File: src/rtl/muldiv_pkg.sv
// Shared definitions for the iterative multiply/divide engine.
// Contents: operation encodings, FSM state type, default widths.
package muldiv_pkg;

  localparam int unsigned DEF_WIDTH = 32;
  localparam int unsigned DEF_CNT_W = 6;

  localparam logic [1:0] OP_MULT  = 2'd0;
  localparam logic [1:0] OP_MULTU = 2'd1;
  localparam logic [1:0] OP_DIV   = 2'd2;
  localparam logic [1:0] OP_DIVU  = 2'd3;

  typedef enum logic [2:0] {
    IDLE,
    PREP,
    RUN,
    FIXUP,
    DONE
  } state_e;

endpackage

File: src/rtl/muldiv_signfix.sv
// Conditional two's-complement negate. Used to take operand magnitudes
// before the iterative datapath and to restore result signs afterwards.
// Ports:
//   val_i  N-bit input value
//   neg_i  negate when high
//   res_o  val_i or -val_i
module muldiv_signfix #(
  parameter int unsigned N = 32
) (
  input  logic [N-1:0] val_i,
  input  logic         neg_i,
  output logic [N-1:0] res_o
);

  always_comb begin
    res_o = val_i;
    if (neg_i) res_o = -val_i;
  end

endmodule

File: src/rtl/muldiv_iter.sv
// Multi-cycle multiply/divide engine feeding the HI/LO register file.
// MULT/MULTU use a shift/add loop; DIV/DIVU use restoring division.
// Both run one bit per cycle. The result is presented with a one-cycle
// done pulse.
// Ports:
//   clk, rst           clock, asynchronous active-high reset
//   start, op, a, b    request, sampled in IDLE (op: 0 MULT, 1 MULTU, 2 DIV, 3 DIVU)
//   cancel             pipeline flush, aborts PREP/RUN/FIXUP
//   busy, done         handshake outputs
//   hi_o, lo_o         product high/low, or remainder/quotient
//   div_zero           valid with done, divide by zero (hi_o/lo_o untouched)
// Build option: MULDIV_FAST_MUL_EN computes MULT/MULTU in one cycle in PREP.
module muldiv_iter
  import muldiv_pkg::*;
#(
  parameter int unsigned WIDTH = DEF_WIDTH,
  parameter int unsigned CNT_W = DEF_CNT_W
) (
  input  logic             clk,
  input  logic             rst,
  input  logic             start,
  input  logic [1:0]       op,
  input  logic [WIDTH-1:0] a,
  input  logic [WIDTH-1:0] b,
  input  logic             cancel,
  output logic             busy,
  output logic             done,
  output logic [WIDTH-1:0] hi_o,
  output logic [WIDTH-1:0] lo_o,
  output logic             div_zero
);

  state_e               state_q;
  logic [1:0]           op_q;
  logic [WIDTH-1:0]     a_q, b_q;
  logic [2*WIDTH-1:0]   acc_q;
  logic [WIDTH-1:0]     dvsr_q;
  logic                 neg_res_q, neg_rem_q;
  logic [CNT_W-1:0]     cnt_q;
  logic                 busy_q, done_q, dz_q;
  logic [WIDTH-1:0]     hi_q, lo_q;

  logic                 is_div, is_signed;
  logic [WIDTH-1:0]     mag_a, mag_b;
  logic [WIDTH:0]       mul_sum, rem_sh, div_diff;
  logic [2*WIDTH-1:0]   acc_d;
  logic [2*WIDTH-1:0]   prod_fix;
  logic [WIDTH-1:0]     quo_fix, rem_fix;
  logic [WIDTH-1:0]     res_hi, res_lo;

  assign is_div    = (op_q == OP_DIV) || (op_q == OP_DIVU);
  assign is_signed = (op_q == OP_MULT) || (op_q == OP_DIV);

  muldiv_signfix #(.N(WIDTH)) u_mag_a (
    .val_i(a_q), .neg_i(is_signed & a_q[WIDTH-1]), .res_o(mag_a));
  muldiv_signfix #(.N(WIDTH)) u_mag_b (
    .val_i(b_q), .neg_i(is_signed & b_q[WIDTH-1]), .res_o(mag_b));

  // Multiply: the low half of acc holds the remaining multiplier bits and
  // is shifted out LSB first while partial products build in the high half.
  // Divide: acc is {remainder, dividend/quotient}, with quotient bits
  // shifted in at the bottom, MSB first.
  always_comb begin
    mul_sum  = {1'b0, acc_q[2*WIDTH-1:WIDTH]} + (acc_q[0] ? {1'b0, dvsr_q} : '0);
    rem_sh   = acc_q[2*WIDTH-1:WIDTH-1];
    div_diff = rem_sh - {1'b0, dvsr_q};
    if (!is_div)
      acc_d = {mul_sum, acc_q[WIDTH-1:1]};
    else if (div_diff[WIDTH])
      acc_d = {rem_sh[WIDTH-1:0], acc_q[WIDTH-2:0], 1'b0};
    else
      acc_d = {div_diff[WIDTH-1:0], acc_q[WIDTH-2:0], 1'b1};
  end

  muldiv_signfix #(.N(2*WIDTH)) u_prod_fix (
    .val_i(acc_q), .neg_i(neg_res_q), .res_o(prod_fix));
  muldiv_signfix #(.N(WIDTH)) u_quo_fix (
    .val_i(acc_q[WIDTH-1:0]), .neg_i(neg_res_q), .res_o(quo_fix));
  muldiv_signfix #(.N(WIDTH)) u_rem_fix (
    .val_i(acc_q[2*WIDTH-1:WIDTH]), .neg_i(neg_rem_q), .res_o(rem_fix));

  assign res_hi = is_div ? rem_fix : prod_fix[2*WIDTH-1:WIDTH];
  assign res_lo = is_div ? quo_fix : prod_fix[WIDTH-1:0];

`ifdef MULDIV_FAST_MUL_EN
  logic [2*WIDTH-1:0] fast_prod;
  assign fast_prod = {{WIDTH{1'b0}}, mag_a} * {{WIDTH{1'b0}}, mag_b};
`endif

  always_ff @(posedge clk or posedge rst) begin
    if (rst) begin
      state_q   <= IDLE;
      op_q      <= '0;
      a_q       <= '0;
      b_q       <= '0;
      acc_q     <= '0;
      dvsr_q    <= '0;
      neg_res_q <= 1'b0;
      neg_rem_q <= 1'b0;
      cnt_q     <= '0;
      busy_q    <= 1'b0;
      done_q    <= 1'b0;
      dz_q      <= 1'b0;
      hi_q      <= '0;
      lo_q      <= '0;
    end else begin
      case (state_q)
        IDLE: begin
          done_q <= 1'b0;
          dz_q   <= 1'b0;
          if (start) begin
            op_q    <= op;
            a_q     <= a;
            b_q     <= b;
            busy_q  <= 1'b1;
            state_q <= PREP;
          end
        end
        PREP: begin
          if (cancel) begin
            busy_q  <= 1'b0;
            state_q <= IDLE;
          end else if (is_div && (b_q == '0)) begin
            busy_q  <= 1'b0;
            done_q  <= 1'b1;
            dz_q    <= 1'b1;
            state_q <= DONE;
          end else begin
            acc_q     <= {{WIDTH{1'b0}}, mag_a};
            dvsr_q    <= mag_b;
            neg_res_q <= is_signed & (a_q[WIDTH-1] ^ b_q[WIDTH-1]);
            neg_rem_q <= is_signed & a_q[WIDTH-1];
            cnt_q     <= '0;
            state_q   <= RUN;
`ifdef MULDIV_FAST_MUL_EN
            // Magnitude product is loaded directly; FIXUP only applies the
            // sign and registers it, so RUN is the stage actually skipped.
            if (!is_div) begin
              acc_q   <= fast_prod;
              state_q <= FIXUP;
            end
`endif
          end
        end
        RUN: begin
          if (cancel) begin
            busy_q  <= 1'b0;
            state_q <= IDLE;
          end else begin
            acc_q <= acc_d;
            cnt_q <= cnt_q + CNT_W'(1);
            if (cnt_q == CNT_W'(WIDTH - 1)) state_q <= FIXUP;
          end
        end
        FIXUP: begin
          busy_q <= 1'b0;
          if (cancel) begin
            state_q <= IDLE;
          end else begin
            hi_q    <= res_hi;
            lo_q    <= res_lo;
            done_q  <= 1'b1;
            state_q <= DONE;
          end
        end
        DONE: begin
          done_q  <= 1'b0;
          dz_q    <= 1'b0;
          state_q <= IDLE;
        end
        default: state_q <= IDLE;
      endcase
    end
  end

  assign busy     = busy_q;
  assign done     = done_q;
  assign div_zero = dz_q;
  assign hi_o     = hi_q;
  assign lo_o     = lo_q;

endmodule

File: config.mk
export PLATFORM = sky130hd
export DESIGN_NAME = muldiv_iter
export DESIGN_NICKNAME = d
export VERILOG_FILES = /design/src/rtl/muldiv_pkg.sv /design/src/rtl/muldiv_signfix.sv /design/src/rtl/muldiv_iter.sv
export SDC_FILE = /design/constraint.sdc
export NUM_CORES = 1
export LEC_CHECK = 0
export ABC_AREA = 1
export ABC_CLOCK_PERIOD_IN_PS = 12000
export CORE_MARGIN = 2
export CORE_UTILIZATION = 50
export DETAILED_ROUTE_END_ITERATION = 8
export PLACE_DENSITY_LB_ADDON = 0.15
export SYNTH_ARGS = -nofsm -noshare
export SYNTH_HDL_FRONTEND = slang
export SYNTH_SLANG_ARGS = --single-unit
export TNS_END_PERCENT = 20
File: constraint.sdc
create_clock -name clk -period 12 [get_ports clk]
set_input_delay 3 -clock clk [delete_from_list [all_inputs] [get_ports clk]]
set_output_delay 3 -clock clk [all_outputs]
set_load 0.03 [all_outputs]
# Yosys cells after proc, flatten, opt, wreduce, memory -nomap -nowiden
# Cells that the tools add are included.
[op_classes]
addsub = 8
n_eq_ne = 16
mux = 35
bitwise = 6
reduce_logical = 19
[op_table]
columns = ["operator", "count"]
rows = [
  ["64-bit 2-to-1 mux", 6],
  ["32-bit 2-to-1 mux", 7],
  ["32-bit negator", 4],
  ["64-bit case mux with 2 select lines", 1],
  ["64-bit negator", 1],
  ["32-bit by 32-bit adder with 33-bit output", 1],
  ["33-bit by 32-bit subtractor with 33-bit output", 1],
  ["32-bit logical NOT", 1],
  ["3-bit 2-to-1 mux", 6],
  ["6-bit 2-to-1 mux", 3],
  ["2-bit inequality test, second input constant", 7],
  ["3-bit case mux with 4 select lines", 1],
  ["6-bit case mux with 2 select lines", 1],
  ["4-bit AND reduction", 3],
  ["1-bit 2-to-1 mux", 7],
  ["6-bit by 1-bit adder with 6-bit output, second input constant", 1],
  ["3-bit by 2-bit equality test with 1-bit output, second input constant", 2],
  ["6-bit by 5-bit equality test with 1-bit output, second input constant", 1],
  ["3-bit inequality test, second input constant", 2],
  ["2-bit AND reduction", 3],
  ["3-bit AND reduction", 2],
  ["2-bit equality test, second input constant", 2],
  ["1-bit case mux with 4 select lines", 1],
  ["2-bit nonzero test", 2],
  ["other kinds (14)", 18],
]
[word_totals]
regBits = 240
inputBits = 70
out_inout_bits = 67

# Depth between registers and ports, before layout
# Gate-level depths: netlist (run 1).
[depth]
word_depth = 7
depth_mapped = 20

# Hierarchy
# Synthesis (run 1) repeated with hierarchy kept, for this count alone.
[hier_totals]
cells_unflattened = 3533
area_unflattened_um2 = 22280.1
[by_module_without_submodules]
columns = ["module", "instances", "cells_each", "area_per_inst_um2"]
rows = [
  ["muldiv_iter", 1, 2133, 15603.7],
  ["muldiv_signfix (u_mag_a ...)", 3, 225, 1052.3],
  ["muldiv_signfix (u_prod_fix)", 1, 498, 2411.1],
  ["muldiv_signfix (u_rem_fix)", 1, 227, 1108.6],
]

# Worst setup path after synthesis (run 1)
# Ideal clock, no wire load.
[synth_path]
path_kind = "input port to flip-flop"
startpoint = "in cancel"
endpoint = "reg lo_q[2], in the netlist lo_o[2]"
t_arrival_ns = 4.136
required_ns = 11.865
slack_ns = 7.729
cell_stages = 8
cell_sequence = "nor2_1 > nand2_1 > nor2_1 > clkinv_1 > clkbuf_1 > clkbuf_1 > nand2_1 > o21ai_0"
[synth_between]
elab_chain_cells = 2
[synth_lines]
columns = ["item", "line", "source"]
rows = [
  ["start: declaration", "muldiv_iter.sv:25", "input logic cancel,"],
  ["1-bit NOT (no line)", "n/a", ""],
  ["2-bit AND reduction (no line)", "n/a", ""],
  ["end signal: assignment", "muldiv_iter.sv:161", "lo_q <= res_lo;"],
  ["end: declaration", "muldiv_iter.sv:41", "logic [WIDTH-1:0] hi_q, lo_q;"],
]
# No other way between the ends.
# A chain may end at the register's enable or synchronous reset.

# Worst setup path in the final report (run 1)
[layout_path]
startpoint = "in cancel"
endpoint = "reg acc_q[24]"
[layout_between]
elab_chain_cells = 2
[layout_lines]
columns = ["item", "line", "source"]
rows = [
  ["2-bit inequality test (no line)", "n/a", ""],
  ["4-bit AND reduction (no line) (*)", "n/a", ""],
  ["end signal: assignment", "muldiv_iter.sv:129", "acc_q <= {{WIDTH{1'b0}}, mag_a};"],
  ["end: declaration", "muldiv_iter.sv:36", "logic [2*WIDTH-1:0] acc_q;"],
]
# Mark *: on every way between the ends. The rest lies on a longest branch, timed or not.

==> out/results.txt, run 1 <==
Row count -> 72
Vias per cell -> 5.46
DR pass1 iterations -> 7
Core area -> 0.0384 mm²
Die Y -> 201 µm
Area delta synth->final -> 13.1%
Mapped Avg Cell Area -> 6.33 µm²
Max Clock Freq -> 186 MHz
Cells after synthesis -> 3052
Starting density of the core -> 0.504
Setup TNS -> 0 ns
Worst min-delay path class -> reg2reg
Syn nets -> 3193
P per Cell Area -> 303 mW/mm²
Yosys synthesis warning count -> 0
Max Slew Vio Count -> 0
Clk root buf -> clkbuf_16
Asr flop ratio synth -> 1.00
Net Sw Power -> 3.62 mW
Die area -> 0.0403 mm²
Data arrival, critical path -> 5.83 ns
Part of the power in combinational logic -> 0.620
Hold Vio Cnt, Final -> 0
FF+latch count, synth -> 240
Top-Level Pins -> 137
HPWL Detailed -> 51500 µm
Antenna-violating nets left -> 0
First-pass GRT wire length -> 104000 µm
Crit-path max FO -> 55
Initial antenna violation count -> 0
Final Wtd Congestion -> 0.991
Antenna diodes -> 0
Top FF cell, synth -> dfrtp_1
Setup crit end kind -> register
Worst-Skew Late Latency -> 0.57 ns
Clock Sink Count -> 240
All-Layer GR Usage -> 0.325
Hold depth -> 2
# DRC -> 0
Vias in the first global route -> 18.4k
Int Power -> 2.99 mW
Post-synth EDFFs -> 0
Clock network power share -> 0.127
Mapped Area -> 0.0193 mm²
Total gr overflow -> 0
DRT Wirelength -> 66200 µm
Worst hold slack -> 0.476 ns
Crit path time final -> 5.39 ns
Slew margin rel. -> 0.223
Routed wire per std cell -> 18.0 µm
Post-CTS Resized -> 0
Share of cells above drive strength 1 -> 0.0453
CTS Buf Count -> 28
# hold bufs at CTS -> 0
Largest net degree at the start of global routing -> 119
Static Leak -> 11.3 nW
Period utilization -> 0.449
Worst Skew -> 0.0111 ns
Area of the multi-input gates -> 0.0112 mm²
CP Launch Type -> input port
R2R depth -> 13
Post-CTS Setup Inserts -> 0
Crit path kind -> in2reg
Final setup vio count -> 0
Status -> finished, final reports clean
CTS max path bufs -> 3
Unrepaired setup endpoints after global routing -> no
Vias post-DR -> 20.0k
CTS H-tree depth -> 1
Seq/Total Area, Yosys -> 0.311
Port bufs -> 136
CTS tree -> done
Register area -> 0.00601 mm²
Max-Cap Viols -> 0
Fillers -> 3986
Nets@finish -> 3274
Die width -> 201 µm
Worst Max-Slew Pin Slew -> 1.15 ns
Worst Path Required -> 12.44 ns
Count of different cell masters after synthesis -> 58
VDD IR max -> 0.182 mV
Clk pin slew, worst setup/hold paths -> 0.06 ns
Initial DRC count -> 1735
Reg power frac -> 0.253
Sw Ratio -> 0.547
## sequential cells by signal, summed over array words and instances, names as in the netlist
name,count
hi_o,32
b_q,32
neg_rem_q,1
busy,1
dvsr_q,32
state_q,3
div_zero,1
acc_q,64
cnt_q,6
a_q,32
neg_res_q,1
done,1
op_q,2
lo_o,32
## synth_stat cells (11+ instances only)
library cell	number	area (µm²)
o211ai_1	11	82.6
xnor2_1	17	149
nor2_2	12	75.1
dfrtp_1	240	6010
a21oi_1	174	871
nand2_2	11	68.8
xor2_1	68	596
buf_6	12	135
mux2_2	15	169
o21ai_0	169	846
nor3_1	39	195
nand3_1	271	1360
clkbuf_1	69	259
ha_1	69	863
a31oi_1	16	100
nor2_1	340	1280
nand2_1	938	3520
inv_1	415	1560
o21ai_1	11	55.1
nand4_1	34	213
## logic make-up after synthesis
group / count (synthesis) / share of synthesized area
AND/OR/NAND/NOR: 1704 / 0.371
buffers and inverters: 524 / 0.110
AO/OA/AOI/OAI: 413 / 0.114
flip-flops: 240 / 0.311
XOR/XNOR: 85 / 0.0385
adder cells (fa/ha/maj): 71 / 0.0467
multiplexers: 15 / 0.00874
## placed cells by master (no fill, tap or decap), types with 7 or more instances in the layout
cell / count
nand2_2: 11
a31oi_1: 16
buf_4: 14
xor2_1: 68
nor2_2: 14
nand3_2: 7
a21oi_1: 174
nor3_1: 38
o31ai_1: 9
o21ai_1: 11
xnor2_1: 17
clkdlybuf4s50_1: 136
mux2_2: 15
nor2_1: 338
and2_1: 8
o21ai_0: 169
inv_2: 9
ha_1: 69
nand2_1: 938
nand3_1: 270
o211ai_1: 11
nor4_1: 9
nand4_1: 34
dfrtp_1: 238
inv_1: 413
or2_2: 9
clkbuf_1: 7
clkbuf_16: 28
## power groups by stage
| stage | registers (mW) | clock network, mW | logic, mW |
|---|---|---|---|
| after floorplan | 1.61 | 0 | 2.82 |
| after global placement | 1.65 | 0 | 3.97 |
| after detailed placement | 1.66 | 0 | 4.02 |
| after CTS | 1.65 | 0.855 | 4.04 |
| after global routing | 1.71 | 0.886 | 4.57 |
| final | 1.67 | 0.840 | 4.10 |
## layout make-up
| class | instances | area share |
|---|---|---|
| sequential | 240 | 0.275 |
| tap | 518 | 0.0297 |
| multi-input combinational | 2288 | 0.513 |
| timing repair buffer | 150 | 0.0671 |
| clock inverter | 11 | 0.00515 |
| inverter | 425 | 0.0734 |
| clock buffer | 40 | 0.0364 |
## worst paths after layout
| kind | slack, ns | to | from |
|---|---|---|---|
| max in group asynchronous | 6.69 | acc_q[0] | rst |
| setup reg to reg | 8.14 | acc_q[59] | acc_q[58] |
| hold reg to reg | 0.48 | hi_o[22] | hi_o[22] |
| hold / removal | 0.48 | hi_o[22] | hi_o[22] |
| setup / recovery | 6.61 | acc_q[24] | cancel |
| min in group asynchronous | 2.97 | b_q[9] | rst |
## routing by layer
layer  share of wire  up-vias  global-route usage
li1                -     9877                   -
met2            0.41      796               0.483
met5               0        -                   0
met4           0.026        0              0.0799
met1            0.48     9265               0.496
met3           0.082       93              0.0448
## critical path, stage by stage
cell	delay (ns)
clkdlybuf4s50_1	0.47
nor2_2	0.12
buf_4	0.34
inv_2	0.19
nand2_4	0.47
clkinv_2	0.76
a21oi_1	0.34
a21oi_1	0.10
## stage by stage
stage / total power, mW / area (µm²) / cells / utilization / worst slack [ns]
floorplan: 4.43 / 19300 / 3052 / - / 2.41
global placement: 5.63 / 21000 / 3621 / 0.546 / 6.02
detailed placement: 5.68 / 21000 / 3621 / 0.546 / 5.96
CTS: 6.55 / 21900 / 3672 / 0.570 / 6.58
global route: 7.16 / 21900 / 3672 / 0.570 / 6.24
finish: 6.61 / 21900 / 3672 / 0.570 / 6.61
(Power assumes the default switching activity.)
==> inputs of run 2 (changes only) <==
--- a/config.mk
+++ b/config.mk
@@ -6,7 +6,7 @@
 export NUM_CORES = 1
 export LEC_CHECK = 0
 export ABC_AREA = 1
-export ABC_CLOCK_PERIOD_IN_PS = 12000
+export ABC_CLOCK_PERIOD_IN_PS = 5450
 export CORE_MARGIN = 2
 export CORE_UTILIZATION = 50
 export DETAILED_ROUTE_END_ITERATION = 8
==> constraint.sdc (replaced) <==
create_clock -name clk -period 5.45 [get_ports clk]
set_input_delay 1.3625 -clock clk [delete_from_list [all_inputs] [get_ports clk]]
set_output_delay 1.3625 -clock clk [all_outputs]
set_load 0.03 [all_outputs]
==> out/results.txt, run 2 (same netlist as run 1, synthesis figures left out) <==
Post-CTS Resized -> 0 (unchanged)
Worst Path Required -> 5.92 ns (-6.52 ns)
Slew margin rel. -> 0.393 (+0.170)
CTS H-tree depth -> 1 (unchanged)
Share of cells above drive strength 1 -> 0.0487 (+0.00338)
DR pass1 iterations -> 5 (-2)
Worst setup margin -> 1.88 ns (-4.73 ns)
Unrepaired setup endpoints after global routing -> no
Vias post-DR -> 20.1k (+0.28%)
P per Cell Area -> 666 mW/mm² (+120%)
Crit path kind -> in2reg
All-Layer GR Usage -> 0.322 (-0.00284)
Clk pin slew, worst setup/hold paths -> 0.06 ns (about the same)
Die area -> 0.0403 mm² (unchanged)
Crit path time final -> 3.57 ns
Worst Skew -> 0.0191 ns (+0.00800 ns)
VDD IR max -> 0.348 mV (+92%)
HPWL Detailed -> 50900 µm (-1.1%)
Hold Vio Cnt, Final -> 0 (unchanged)
Largest Register -> acc_q
Initial antenna violation count -> 0 (unchanged)
Routed wire per std cell -> 17.7 µm (-1.8%)
Fillers -> 3885 (-2.5%)
Largest net degree at the start of global routing -> 100 (-16%)
Nets@finish -> 3282 (+0.24%)
Top-Level Pins -> 137 (unchanged)
Pre-CTS setup slack -> 1.36 ns (-4.61 ns)
CTS Buf Count -> 29 (+3.6%)
Die width -> 201 µm (unchanged)
Row count -> 72 (unchanged)
Static Leak -> 11.4 nW (+0.80%)
Vias per cell -> 5.46 (about the same)
Setup crit end kind -> register
CTS tree -> done
DRT Wirelength -> 65100 µm (-1.6%)
Area delta synth->final -> 13.9%
Die Y -> 201 µm (unchanged)
Final setup vio count -> 0 (unchanged)
First-pass GRT wire length -> 103000 µm (-0.35%)
Max reg flops -> 64 (unchanged)
Worst hold slack -> 0.472 ns (-0.00368 ns)
# DRC -> 0 (unchanged)
Starting density of the core -> 0.504 (unchanged)
Antenna diodes -> 0 (unchanged)
Area after DPL -> 0.0210 mm² (+0.35%)
Worst-Skew Late Latency -> 0.59 ns (+0.02 ns)
Clk root buf -> clkbuf_16
Post-CTS Setup Inserts -> 0 (unchanged)
Core area -> 0.0384 mm² (unchanged)
CTS max path bufs -> 3 (unchanged)
Commonest non-fill, non-tap cell in the layout -> nand2_1
Max Clock Freq -> 280 MHz
CP Launch Type -> input port
Period utilization -> 0.654
Crit-path max FO -> 55 (unchanged)
Max-Cap Viols -> 0 (unchanged)
# hold bufs at CTS -> 0 (unchanged)
Final Wtd Congestion -> 0.991 (about the same)
Setup TNS -> 0 ns (unchanged)
Design area -> 0.0220 mm² (+0.76%)
Clock Sink Count -> 240 (unchanged)
Vias in the first global route -> 18.6k (+1.2%)
Total chip power -> 14.7 mW (+120%)
Worst Max-Slew Pin Slew -> 0.910 ns (-0.244 ns)
Status -> finished, final reports clean
Total gr overflow -> 0 (unchanged)
Antenna-violating nets left -> 0 (unchanged)
Max Slew Vio Count -> 0 (unchanged)
Port bufs -> 136 (unchanged)
Initial DRC count -> 2010 (+16%)
Most frequent cells in the layout -> nand2_1, inv_1, nor2_1
Data arrival, critical path -> 4.04 ns (-1.79 ns)
Worst min-delay path class -> reg2reg
-- run 2: power breakdown --
part | total, mW | internal (mW) | switching, mW | leakage (nW)
clock network | 2.02 | 1.22 | 0.797 | 0.498
logic | 8.99 | 2.98 | 6.01 | 7.96
registers | 3.66 | 2.56 | 1.10 | 2.92
-- run 2: worst paths after layout --
| path | startpoint | to | slack, ns | cells after the start |
|---|---|---|---|---|
| min in group asynchronous | rst | b_q[5] | 1.18 | 2 |
| hold reg to reg | hi_o[29] | hi_o[29] | 0.47 | 2 |
| setup / recovery | cancel | acc_q[46] | 1.88 | 9 |
| hold / removal | hi_o[29] | hi_o[29] | 0.47 | 2 |
| setup reg to reg | acc_q[0] | acc_q[49] | 1.92 | 18 |
| max in group asynchronous | rst | hi_o[21] | 3.33 | 3 |
-- run 2: critical path, stage by stage --
cell and delay [ns]:
clkdlybuf4s50_1 0.49, nor2_2 0.15, buf_4 0.35, inv_2 0.19
nand2_4 0.47, clkinv_2 0.43, buf_4 0.37, nand2_1 0.11
nand2_1 0.06
-- run 2: per-layer routing --
metal	vias to the layer above	part of all wire	track usage
met1	9317	0.48	0.488
met2	775	0.42	0.489
li1	9894	-	-
met4	0	0.026	0.0823
met5	-	0	0
met3	101	0.074	0.0341
-- run 2: final cells by class --
type	count	area (µm²)	area share
Clock buffer	40	847	0.0385
Clock inverter	11	153	0.00693
Inverter	425	1600	0.0727
Multi-Input combinational cell	2288	11200	0.510
Sequential cell	240	6010	0.273
Tap cell	518	648	0.0294
Timing Repair Buffer	157	1540	0.0701
-- run 2: metrics by stage --
step | std cells | utilization
floorplan | 3052 | -
global placement | 3628 | 0.548
detailed placement | 3628 | 0.548
CTS | 3679 | 0.574
global route | 3679 | 0.574
finish | 3679 | 0.574
